`config.mk`:
```
export PLATFORM = sky130hd
export DESIGN_NAME = onehot_seq_2_4
export DESIGN_NICKNAME = d
export VERILOG_FILES = /design/src/rtl/onehot_seq_pkg.sv /design/src/rtl/onehot_seq_2_4_dec.sv /design/src/rtl/onehot_seq_2_4.sv
export SDC_FILE = /design/constraint.sdc
export NUM_CORES = 1
export LEC_CHECK = 0
export ABC_AREA = 0
export CAP_MARGIN = 0
export CORE_UTILIZATION = 55
export DETAILED_ROUTE_END_ITERATION = 8
export GPL_ROUTABILITY_DRIVEN = 0
export PLACE_DENSITY = 0.88
export SETUP_SLACK_MARGIN = 0.5
export SYNTH_ARGS = -nofsm -noshare
export SYNTH_HDL_FRONTEND = slang
export SYNTH_SLANG_ARGS = --single-unit
```
`constraint.sdc`:
```
create_clock -name clk -period 4.75 [get_ports clk]
set_input_delay 1.1875 -clock clk [delete_from_list [all_inputs] [get_ports clk]]
set_output_delay 1.1875 -clock clk [all_outputs]
set_load 0.02 [all_outputs]
```
`src/rtl/onehot_seq_pkg.sv`:
```
// onehot_seq_pkg: shared types and constants for the sequenced 2-to-4 one-hot decoder
package onehot_seq_pkg;
  typedef enum logic [1:0] {IDLE, HOLD, GAP} state_e;
  localparam logic [1:0] CODE_S1 = 2'b00;
  localparam logic [1:0] CODE_S2 = 2'b01;
  localparam logic [1:0] CODE_S3 = 2'b10;
  localparam logic [1:0] CODE_S4 = 2'b11;
  localparam int CNT_W = 8;
  typedef struct packed {
    logic [1:0] decode;
    logic       legal;
  } word_t;
endpackage

```
`src/rtl/onehot_seq_2_4_dec.sv`:
```
// dec_2_4_onehot: combinational {decode, legal} to one-hot {s4, s3, s2, s1}
module dec_2_4_onehot
  import onehot_seq_pkg::*;
(
  input  logic [1:0] decode,
  input  logic       legal,
  output logic [3:0] sel
);
  always_comb
    sel = legal ? {decode == CODE_S4, decode == CODE_S3, decode == CODE_S2, decode == CODE_S1} : 4'b0000;
endmodule

```
`src/rtl/onehot_seq_2_4.sv`:
```
// onehot_seq_2_4: handshaked 2-to-4 decoder holding each select for HOLD_CYCLES,
// then GAP_CYCLES of zeros, with a one-entry pending register for back-to-back words
module onehot_seq_2_4
  import onehot_seq_pkg::*;
#(
  parameter int HOLD_CYCLES = 4,
  parameter int GAP_CYCLES  = 1
) (
  input  logic       clk,
  input  logic       rst_n,
  input  logic       in_valid,
  output logic       in_ready,
  input  logic [1:0] decode,
  input  logic       legal,
  output logic       s1,
  output logic       s2,
  output logic       s3,
  output logic       s4,
  output logic       busy,
  output logic       done
);
  localparam logic [CNT_W-1:0] HOLD_LD = CNT_W'(HOLD_CYCLES - 1);
  localparam logic [CNT_W-1:0] GAP_LD = CNT_W'(GAP_CYCLES > 0 ? GAP_CYCLES - 1 : 0);
  state_e           state_q, state_d;
  logic [CNT_W-1:0] cnt_q, cnt_d;
  word_t            act_q, act_d, pend_q, pend_d;
  logic             pend_valid_q, pend_valid_d;
  logic [3:0]       sel_q, sel_d, dec_sel;
  logic             busy_q, busy_d, done_q, done_d;
  logic             xfer, nxt;
  word_t            in_word;
  assign in_word = '{decode: decode, legal: legal};
  assign xfer = in_valid && !pend_valid_q;
  dec_2_4_onehot u_dec (
    .decode (act_d.decode),
    .legal  (act_d.legal),
    .sel    (dec_sel)
  );
  always_comb begin
    state_d = state_q;
    cnt_d = cnt_q;
    act_d = act_q;
    pend_d = pend_q;
    pend_valid_d = pend_valid_q;
    nxt = 1'b0;
    case (state_q)
      IDLE: begin
        if (xfer) begin
          act_d = in_word;
          cnt_d = HOLD_LD;
          state_d = HOLD;
        end
      end
      HOLD, GAP: begin
        if (xfer) begin
          pend_d = in_word;
          pend_valid_d = 1'b1;
        end
        if (cnt_q != '0) cnt_d = cnt_q - 1'b1;
        else if (state_q == HOLD && GAP_CYCLES > 0) begin
          state_d = GAP;
          cnt_d = GAP_LD;
        end else nxt = 1'b1;
      end
      default: state_d = IDLE;
    endcase
    // A word arriving in the slot-ending cycle starts straight away so no idle cycle is inserted
    if (nxt) begin
      state_d = (pend_valid_q || xfer) ? HOLD : IDLE;
      cnt_d = (pend_valid_q || xfer) ? HOLD_LD : '0;
      act_d = pend_valid_q ? pend_q : xfer ? in_word : act_q;
      pend_valid_d = 1'b0;
    end
    sel_d = (state_d == HOLD) ? dec_sel : 4'b0000;
    busy_d = state_d != IDLE;
    done_d = state_d == HOLD && cnt_d == '0;
  end
  always_ff @(posedge clk) begin
    if (!rst_n) begin
      state_q <= IDLE;
      cnt_q <= '0;
      act_q <= '0;
      pend_q <= '0;
      pend_valid_q <= 1'b0;
      sel_q <= 4'b0000;
      busy_q <= 1'b0;
      done_q <= 1'b0;
    end else begin
      state_q <= state_d;
      cnt_q <= cnt_d;
      act_q <= act_d;
      pend_q <= pend_d;
      pend_valid_q <= pend_valid_d;
      sel_q <= sel_d;
      busy_q <= busy_d;
      done_q <= done_d;
    end
  end
  assign {s4, s3, s2, s1} = sel_q;
  assign busy = busy_q;
  assign done = done_q;
  assign in_ready = ~pend_valid_q;
endmodule
```
==> flow_metrics.tcl, run 1 <==
set metrics [dict create \
    run_status "finished clean" \
    worst_clock_skew_ns 0.00293 \
    post_cts_resize_count 0 \
    worstPathCellList "clkdlybuf4s50_1 -> nor2b_1 -> o21ai_0 -> o21ai_0 -> o31ai_1 -> or4_1 -> nor4b_2" \
    clockRootBuffer "sky130_fd_sc_hd__clkbuf_4" \
    regArea_um2 460 \
    internal-power_mw 0.466 \
    postLayoutCellArea_mm2 0.00143 \
    ys_warn_count 0 \
    power-per-cell-area_mw_per_mm2 598 \
    clock.fmax_mhz 294 \
    post_synth_instance_area_mm2 0.00127 \
    clock_tree_from_tritoncts "yes" \
    clock_insertion_delay_worst_skew_ns 0.32 \
    critical-path-slowest-cell "sky130_fd_sc_hd__clkdlybuf4s50_1" \
    period_needed_ns 3.40 \
    cts-root-to-sink-buffers 2 \
    timing.critical_path.mode_cell "sky130_fd_sc_hd__o21ai_0" \
    num_vias 1221 \
    floorplan.die.height_um 50.0 \
    p_leak_nw 0.552 \
    multi_input_comb_area_um2 756 \
    n_fill_cell 191 \
    pin_count_of_the_biggest_net_entering_global_routing 18 \
    crit_end_category "register" \
    total_of_buffers_placed_on_input_and_output_ports 12 \
    max_capacitance_violation_total 0 \
    layout-area-overhead-vs-synth_pct 13.1 \
    globalRouteOverflowTotal 0 \
    fp-row-count 17 \
    fp.dieArea_mm2 0.00250 \
    synthDistinctLibCells 49 \
    timing_max_transition_violations_final 0 \
    cts.hold.buffers_added 0 \
    grt_pass1_wl_um 5320 \
    placeableCoreArea_mm2 0.00219 \
    timing_worst_slew_pin_value_ns 0.770 \
    drt_first_pass_iters 9 \
    dp_hpwl_um 2280 \
    timing.final.hold_violations 0 \
    critical_path.top_delay_family "simple AND/OR/NAND/NOR gates" \
    worst_setup_hold_path_clk_slew_ns 0.13 \
    sequentialPowerShare_pct 33.6 \
    first_global_vias 1162 \
    ys_dominant_reg_cell "sky130_fd_sc_hd__dfxtp_1" \
    final_common_cell "sky130_fd_sc_hd__dfxtp_1" \
    share_clk_of_total_power_pct 10.9 \
    met1_usage_pct 35.1 \
    min_period_over_period_pct 71.7 \
    comb_power_share_pct 55.4 \
    ys_async_sr_fraction_pct 0 \
    worst-path-buf-inv 1 \
    syn-mean-instance-area_um2 8.50 \
    synth_edf_count 0 \
    worst-endpoint-arrival_ns 3.64 \
    clock_sinks 23 \
    netSwitchingPower_mw 0.391 \
    num-nets-final 173 \
    antenna_cells 0 \
    grt_antenna_before_repair 0 \
    groute.usage.overall_pct 27.7 \
    highest_count_cells_in_the_layout_ignoring_fill_and_taps "sky130_fd_sc_hd__dfxtp_1, sky130_fd_sc_hd__nand2_1, sky130_fd_sc_hd__clkdlybuf4s50_1" \
    power.share.switching_pct 45.7 \
    max-slew-margin-rel_pct 48.2 \
    totalNegativeSetupSlack_ns 0 \
    unrepaired_setup_endpoints_after_global_routing "no" \
    yosys_register_bits 23 \
    postRouteAntennaNets 0 \
    detail_route.wirelength_um 3130 \
    synth_seq_area_share_pct 36.4 \
    met2_resource_use_gr_pct 45.3 \
    grt_busiest_layer "met2" \
    boundaryPins 13 \
    layout-drive-gt1-share_pct 8.70 \
    post_synth_inst_count 149 \
    timing.critical_path.from_type "primary input" \
    cts_buffers 3 \
    initial_utilization_pct 57.8 \
    route.detailed.vias_per_inst 6.46 \
    detailedRoute.firstIterationViolations 63 \
    cts_setup_buffers 0 \
    cp_data_required_time_ns 4.99 \
    critPathMaxFanout 10 \
    synth_nets 160 \
    detailed_place.area_mm2 0.00141 \
    avgRoutedWirePerCell_um 16.5 \
    use_met3_pct 6.17 \
    timing.hold.worst.class "reg2reg" \
    critPathKind "in2reg" \
    die_width_um 50.0 \
    worst_stage_delay_on_the_critical_path_ns 0.59 \
    ir_drop_mv 0.335 \
    setup-violations-final 0 \
    h-tree-depth 1 \
    drc 0 \
]
-- power groups by stage --
stage	registers, mW	logic (mW)	clock network, mW
2_1_floorplan	0.286	0.342	0
5_1_grt	0.295	0.517	0.105
3_5_place_dp	0.291	0.459	0
4_1_cts	0.286	0.463	0.0933
3_3_place_gp	0.287	0.447	0
6_report	0.288	0.475	0.0936
-- cell usage after synthesis, types with 2 or more instances --
cell,count,area share [%]
sky130_fd_sc_hd__and2_1,4,2.0
sky130_fd_sc_hd__or4_4,2,1.8
sky130_fd_sc_hd__inv_1,9,2.7
sky130_fd_sc_hd__a31oi_1,3,1.5
sky130_fd_sc_hd__ha_1,5,4.9
sky130_fd_sc_hd__nor3_1,2,0.79
sky130_fd_sc_hd__o21ai_0,11,4.3
sky130_fd_sc_hd__nor3b_1,3,1.8
sky130_fd_sc_hd__nand3b_1,2,1.2
sky130_fd_sc_hd__or3b_2,2,1.4
sky130_fd_sc_hd__nand3_1,6,2.4
sky130_fd_sc_hd__o311ai_0,2,1.4
sky130_fd_sc_hd__nor4_1,2,0.99
sky130_fd_sc_hd__nand2_1,13,3.9
sky130_fd_sc_hd__clkbuf_1,3,0.89
sky130_fd_sc_hd__nor2b_1,5,2.5
sky130_fd_sc_hd__nor2_1,10,3.0
sky130_fd_sc_hd__dfxtp_1,23,36
sky130_fd_sc_hd__and3_1,2,0.99
sky130_fd_sc_hd__a21boi_0,4,2.4
sky130_fd_sc_hd__a21oi_1,7,2.8
sky130_fd_sc_hd__o211a_1,2,1.6
-- worst register-to-register path, cell delays in order, from the launching register on --
cell and delay [ns]:
sky130_fd_sc_hd__dfxtp_1 0.38, sky130_fd_sc_hd__inv_1 0.08, sky130_fd_sc_hd__ha_1 0.22, sky130_fd_sc_hd__nor3b_1 0.60, sky130_fd_sc_hd__nand3_1 0.45, sky130_fd_sc_hd__a21oi_1 0.31
sky130_fd_sc_hd__a221o_1 0.27, sky130_fd_sc_hd__nor4bb_1 0.32
-- path summary, 6_finish.rpt --
kind | depth (start not counted) | startpoint | slack, ns | end
worst max register to register | 7 | cnt_q[0] | 2.03 | sel_q[3]
worst max-delay path | 7 | in_valid | 1.35 | done
worst min register to register | 2 | pend_q[1] | 0.49 | pend_q[1]
worst min-delay path | 2 | pend_q[1] | 0.49 | pend_q[1]
-- per-layer routing --
layer | share of wire (%) | routed length [µm]
met1 | 44 | 1390
met2 | 47 | 1460
met3 | 7.9 | 246
met4 | 0.99 | 31
met5 | 0 | 0
-- state kept, by name, indices dropped and copies added (netlist names) --
signal        cells
busy              1
cnt_q             8
done              1
pend_valid_q      1
sel_q             4
act_q             3
pend_q            3
state_q           2
-- cells by family (layout without fill, tap and decap cells) --
logic type	count (synthesis)	after routing	synth area share, %
AO/OA/AOI/OAI	44	44	24.6
adder cells (fa/ha/maj)	5	5	4.94
buffers and inverters	13	25	3.95
flip-flops	23	23	36.4
multiplexers	2	2	1.68
AND/OR/NAND/NOR	62	62	28.5
-- per-stage QoR --
step	worst slack, ns	utilization [%]	hold WS, ns	power (mW)	std cells
finish	1.35	65.4	0.489	0.857	189
global route	1.23	65.4	0.546	0.916	189
CTS	1.37	65.4	0.489	0.843	189
detailed placement	1.03	64.1	0.471	0.750	185
global placement	1.11	64.1	0.457	0.734	185
floorplan	2.11	-	0.443	0.628	149
-- layout make-up --
cell class                      count  share of cell area, %
Clock buffer                        3                   1.57
Clock inverter                      1                  0.349
Inverter                            9                   2.36
Multi-Input combinational cell    113                   52.8
Sequential cell                    23                   32.1
Tap cell                           28                   2.45
Timing Repair Buffer               12                   8.38
Note: power is estimated with default switching activity, not from simulation.
==> inputs of run 2 (changes only) <==
Clock period 4.75 ns to 3.6 ns, I/O delays scaled along.
==> run 2 against run 1 <==
Net effect: total power grew 33%; highest routed layer unchanged; non-clock buffer count increased by 1; largest cell class unchanged; sequential power is 31% higher; register-to-register slack worse by 1.1 ns; worst hold slack got worse by 0.011 ns; count of clock-buffer cells in the layout unchanged; clock skew rose by 0.0031 ns; first-iteration DRC count shrank 21%; die area unchanged; combinational power increased by 34%; setup slack worse by 0.61 ns.
==> flow_metrics.tcl, run 2 (synthesized netlist as in run 1, its figures left out) <==
set metrics [dict create \
    run_status "finished clean" \
    largest_register_ffs 8 \
    antenna_cells 0 \
    detail_route.wirelength_um 3100 \
    registers.top_by_ff_count "cnt_q" \
    clock_sinks 23 \
    worst-r2r-cell-count 6 \
    fp.dieArea_mm2 0.00250 \
    groute.usage.overall_pct 27.9 \
    max_capacitance_violation_total 0 \
    post_cts_resize_count 0 \
    drc 0 \
    n_fill_cell 192 \
    period_needed_ns 2.87 \
    worst_setup_hold_path_clk_slew_ns 0.13 \
    tot_pwr_mw 1.14 \
    worstHoldStart "pend_q[2]" \
    timing_max_transition_violations_final 0 \
    r2r-end "sel_q[3]" \
    h-tree-depth 1 \
    multi_input_comb_area_um2 756 \
    first_global_vias 1124 \
    clockRootBuffer "sky130_fd_sc_hd__clkbuf_4" \
    setup-violations-final 0 \
    grt_pass1_wl_um 5260 \
    netSwitchingPower_mw 0.519 \
    boundaryPins 13 \
    ir_drop_mv 0.480 \
    timing.final.hold_violations 0 \
    timing.hold.worst_endpoint "pend_q[2]" \
    power.share.switching_pct 45.6 \
    critPathKind "in2reg" \
    detailedRoute.firstIterationViolations 50 \
    num-nets-final 174 \
    finalHoldWorstSlack_ns 0.478 \
    grt_antenna_before_repair 0 \
    unrepaired_setup_endpoints_after_global_routing "no" \
    timing.critical_path.from_type "primary input" \
    timing.hold.worst.class "reg2reg" \
    regArea_um2 460 \
    power-per-cell-area_mw_per_mm2 790 \
    route.detailed.vias_per_inst 6.33 \
    cp_data_required_time_ns 3.84 \
    layout-drive-gt1-share_pct 9.26 \
    min_period_over_period_pct 79.7 \
    setup_slack_ns 0.732 \
    worst_clock_skew_ns 0.00598 \
    timing_worst_slew_pin_value_ns 0.785 \
    total_of_buffers_placed_on_input_and_output_ports 12 \
    sequentialPowerShare_pct 33.3 \
    cts-root-to-sink-buffers 2 \
    comb_power_share_pct 55.9 \
    max-slew-margin-rel_pct 47.2 \
    timing.hold.worst_path_depth 2 \
    rrSetupSlack_ns 0.90 \
    floorplan.die.height_um 50.0 \
    die_width_um 50.0 \
    placeableCoreArea_mm2 0.00219 \
    worst-endpoint-arrival_ns 3.10 \
    drt_first_pass_iters 5 \
    p_leak_nw 0.557 \
    clock_tree_from_tritoncts "yes" \
    totalNegativeSetupSlack_ns 0 \
    internal-power_mw 0.618 \
    postRouteAntennaNets 0 \
    cts_buffers 3 \
    num_vias 1203 \
    critical_path.reg2reg.startpoint "cnt_q[0]" \
    place_worst_setup_slack_ns 0.443 \
    globalRouteOverflowTotal 0 \
    clock_insertion_delay_worst_skew_ns 0.31 \
    largest_registers "cnt_q x8, sel_q x4" \
    initial_utilization_pct 57.8 \
    fp-row-count 17 \
    highest_count_cells_in_the_layout_ignoring_fill_and_taps "sky130_fd_sc_hd__dfxtp_1, sky130_fd_sc_hd__nand2_1, sky130_fd_sc_hd__clkdlybuf4s50_1" \
    pin_count_of_the_biggest_net_entering_global_routing 18 \
    cts_setup_buffers 0 \
    layout-area-overhead-vs-synth_pct 13.7 \
    critPathMaxFanout 7 \
    crit_end_category "register" \
    clock.fmax_mhz 349 \
    cts.hold.buffers_added 0 \
    share_clk_of_total_power_pct 10.8 \
    avgRoutedWirePerCell_um 16.3 \
    dp_hpwl_um 2300 \
    final_common_cell "sky130_fd_sc_hd__dfxtp_1" \
]
==> run 2: changes by cell type in the layout (fill, tap and decap cells not counted), sizes merged <==
cell / delta
buf: +1
==> run 2: how the worst max path moves through the flow <==
| stage | from | to | depth (start not counted) |
|---|---|---|---|
| 2_1_floorplan | in_valid | done | 7 |
| 3_3_place_gp | in_valid | done | 7 |
| 3_5_place_dp | in_valid | done | 7 |
| 4_1_cts | in_valid | done | 7 |
| 5_1_grt | in_valid | done | 7 |
| 6_report | in_valid | done | 7 |
==> run 2: critical path, stage by stage <==
cell	delay [ns]
sky130_fd_sc_hd__clkdlybuf4s50_1	0.60
sky130_fd_sc_hd__nor2b_1	0.33
sky130_fd_sc_hd__o21ai_0	0.21
sky130_fd_sc_hd__o21ai_0	0.20
sky130_fd_sc_hd__o31ai_1	0.10
sky130_fd_sc_hd__or4_1	0.50
sky130_fd_sc_hd__nor4b_2	0.25
==> run 2: power by group through the flow <==
stage / logic [mW] / clock network [mW] / registers (mW)
floorplan: 0.451 / 0 / 0.377
global placement: 0.595 / 0 / 0.377
detailed placement: 0.619 / 0 / 0.383
CTS: 0.623 / 0.124 / 0.376
global route: 0.696 / 0.138 / 0.387
finish: 0.636 / 0.123 / 0.378
==> run 2: metrics by stage <==
stage,area [µm²],cells,utilization (%)
2_1_floorplan,1270,149,-
3_3_place_gp,1410,186,64.5
3_5_place_dp,1410,186,64.5
4_1_cts,1440,190,65.7
5_1_grt,1440,190,65.7
6_report,1440,190,65.7
==> run 2: cell type report <==
cell class / count / share of cell area [%]
sequential: 23 / 32.0
clock inverter: 1 / 0.348
clock buffer: 3 / 1.56
inverter: 9 / 2.35
timing repair buffer: 13 / 8.86
tap: 28 / 2.43
multi-input combinational: 113 / 52.5
==> run 2: metal layers <==
layer	part of all wire, %	wire (µm)	global-route usage, %
met1	46	1430	38.6
met2	47	1450	41.6
met3	3.8	117	4.63
met4	3.4	105	13.3
met5	0	0	0
==> inputs of run 3 (changes only) <==
Settings changed: CORE_UTILIZATION 55 to 50, PLACE_DENSITY 0.88 to 0.84.
Clock period 3.6 ns to 2.35 ns, I/O delays scaled along.
==> run 3 against run 2 <==
Net effect: sequential power increased by 58%; setup slack worse by 0.60 ns; count of clock-buffer cells in the layout did not move; routed wire length is 45% higher; final cell count increased by 15%; critical path depth fell by 1; die area is 9.6% higher; utilization is 14 points higher; sequential cell count did not move; via count is 25% higher.
==> flow_metrics.tcl, run 3 (synthesized netlist as in run 1, its figures left out) <==
set metrics [dict create \
    run_status "finished clean" \
    critPathKind "reg2reg" \
    clock.fmax_mhz 450 \
    timing.hold.worst.class "reg2reg" \
    cts-root-to-sink-buffers 2 \
    period_needed_ns 2.22 \
    num_vias 1504 \
    drt_first_pass_iters 6 \
    layout-area-overhead-vs-synth_pct 45.6 \
    globalRouteOverflowTotal 0 \
    max_capacitance_violation_total 0 \
    largest_registers "cnt_q x8, sel_q x4" \
    floorplan.die.height_um 52.3 \
    ir_drop_mv 0.832 \
    timing_worst_slew_pin_value_ns 0.449 \
    critical-path-slowest-cell "sky130_fd_sc_hd__or4_4" \
    worstPathCellList "or4_4 -> o211a_1 -> a211oi_2 -> nand2_1 -> or4_4 -> nor4b_2" \
    final_common_cell "sky130_fd_sc_hd__buf_4" \
    first_global_vias 1410 \
    crit_end_category "register" \
    clockRootBuffer "sky130_fd_sc_hd__clkbuf_4" \
    grt_pass1_wl_um 6260 \
    grt_antenna_before_repair 0 \
    initial_utilization_pct 55.1 \
    multi_input_comb_area_um2 911 \
    finalHoldWorstSlack_ns 0.493 \
    critical_path.top_delay_family "simple AND/OR/NAND/NOR gates" \
    timing.final.hold_violations 0 \
    worst-path-buf-inv 0 \
    regArea_um2 480 \
    avgRoutedWirePerCell_um 20.6 \
    registers.top_by_ff_count "cnt_q" \
    cts_buffers 3 \
    worst_clock_skew_ns 0.00691 \
    groute.usage.overall_pct 31.4 \
    n_fill_cell 139 \
    detail_route.wirelength_um 4500 \
    timing.critical_path.mode_cell "sky130_fd_sc_hd__or4_4" \
    min_period_over_period_pct 94.5 \
    p_leak_nw 0.825 \
    route.detailed.vias_per_inst 6.90 \
    die_width_um 52.3 \
    max-slew-margin-rel_pct 69.7 \
    num-nets-final 202 \
    power-per-cell-area_mw_per_mm2 1330 \
    total_of_buffers_placed_on_input_and_output_ports 12 \
    stdcell_count 218 \
    setup-violations-final 0 \
    unrepaired_setup_endpoints_after_global_routing "yes" \
    h-tree-depth 1 \
    dp_hpwl_um 2300 \
    placeableCoreArea_mm2 0.00230 \
    placed_cells_incl_taps 194 \
    clock_sinks 23 \
    highest_count_cells_in_the_layout_ignoring_fill_and_taps "sky130_fd_sc_hd__buf_4, sky130_fd_sc_hd__dfxtp_1, sky130_fd_sc_hd__nand2_1" \
    worst_stage_delay_on_the_critical_path_ns 0.56 \
    largest_register_ffs 8 \
    clock_insertion_delay_worst_skew_ns 0.33 \
    timing_max_transition_violations_final 0 \
    utilization_pct 80.2 \
    detailedRoute.firstIterationViolations 149 \
    worst-endpoint-arrival_ns 2.46 \
    fp.dieArea_mm2 0.00274 \
    critPathMaxFanout 3 \
    pin_count_of_the_biggest_net_entering_global_routing 17 \
    timing.critical_path.from_type "register" \
    layout-drive-gt1-share_pct 39.5 \
    clock_tree_from_tritoncts "yes" \
    boundaryPins 13 \
    antenna_cells 0 \
    cp_data_required_time_ns 2.59 \
    fp-row-count 17 \
    worst_setup_hold_path_clk_slew_ns 0.13 \
    postRouteAntennaNets 0 \
    drc 0 \
]
-- run 3: cell types whose count changed in the layout (fill, tap and decap cells not counted), sizes merged --
cell / previous run / this run
buf: 1 / 28
clkdlybuf4s50: 12 / 4
dlymetal6s2s: 0 / 5
dlygate4sd2: 0 / 3
clkbuf: 3 / 4
-- run 3: cell type report --
type	instances	area share, %
sequential	23	26.1
timing repair buffer	41	19.3
tap	28	1.90
inverter	9	1.83
multi-input combinational	113	49.4
clock inverter	1	0.272
clock buffer	3	1.22
-- run 3: stage by stage --
| stage | cell area (µm²) | worst slack (ns) | setup TNS, ns | total power, mW |
|---|---|---|---|---|
| 6_report | 1840 | 0.129 | 0 | 2.45 |
| 5_1_grt | 1840 | 0.109 | 0 | 2.55 |
| 4_1_cts | 1750 | 0.204 | 0 | 2.17 |
| 3_5_place_dp | 1510 | -0.353 | -1.62 | 1.67 |
| 3_3_place_gp | 1510 | -0.315 | -1.48 | 1.64 |
| 2_1_floorplan | 1310 | 0.327 | 0 | 1.34 |
-- run 3: repair_timing --
action | 4_1_cts | 5_1_grt
endpoints found under the setup margin | 14 | 16
hold buffers | 0 | 0
gates cloned | 0 | 0
resized for setup | 38 | 15
buffers inserted | 14 | 6
pin swaps | 13 | 9
-- run 3: worst min-delay path, delay by kind of cell (launching register included) --
| kind | cells | cell delay, ns |
|---|---|---|
| AOI/OAI and AO/OA | 1 | 0.06 |
| DFF | 1 | 0.34 |
| and+or+nand+nor | 1 | 0.05 |
-- run 3: metal layers --
layer	track usage (%)	part of all wire, %
met1	37.0	37
met3	11.0	10
met4	13.2	4.8
met2	51.3	48
met5	0	0
-- run 3: final timing paths --
check	end	slack, ns	from	cells past startpoint
worst max-delay path	done	0.13	cnt_q[1]	6
worst min-delay path	pend_q[0]	0.49	pend_q[0]	2
worst max register to register	done	0.13	cnt_q[1]	6
worst min register to register	pend_q[0]	0.49	pend_q[0]	2
-- run 3: power by group --
part / switching (mW) / internal [mW]
registers: 0.0966 / 0.499
logic: 0.877 / 0.791
clock network: 0.124 / 0.0640
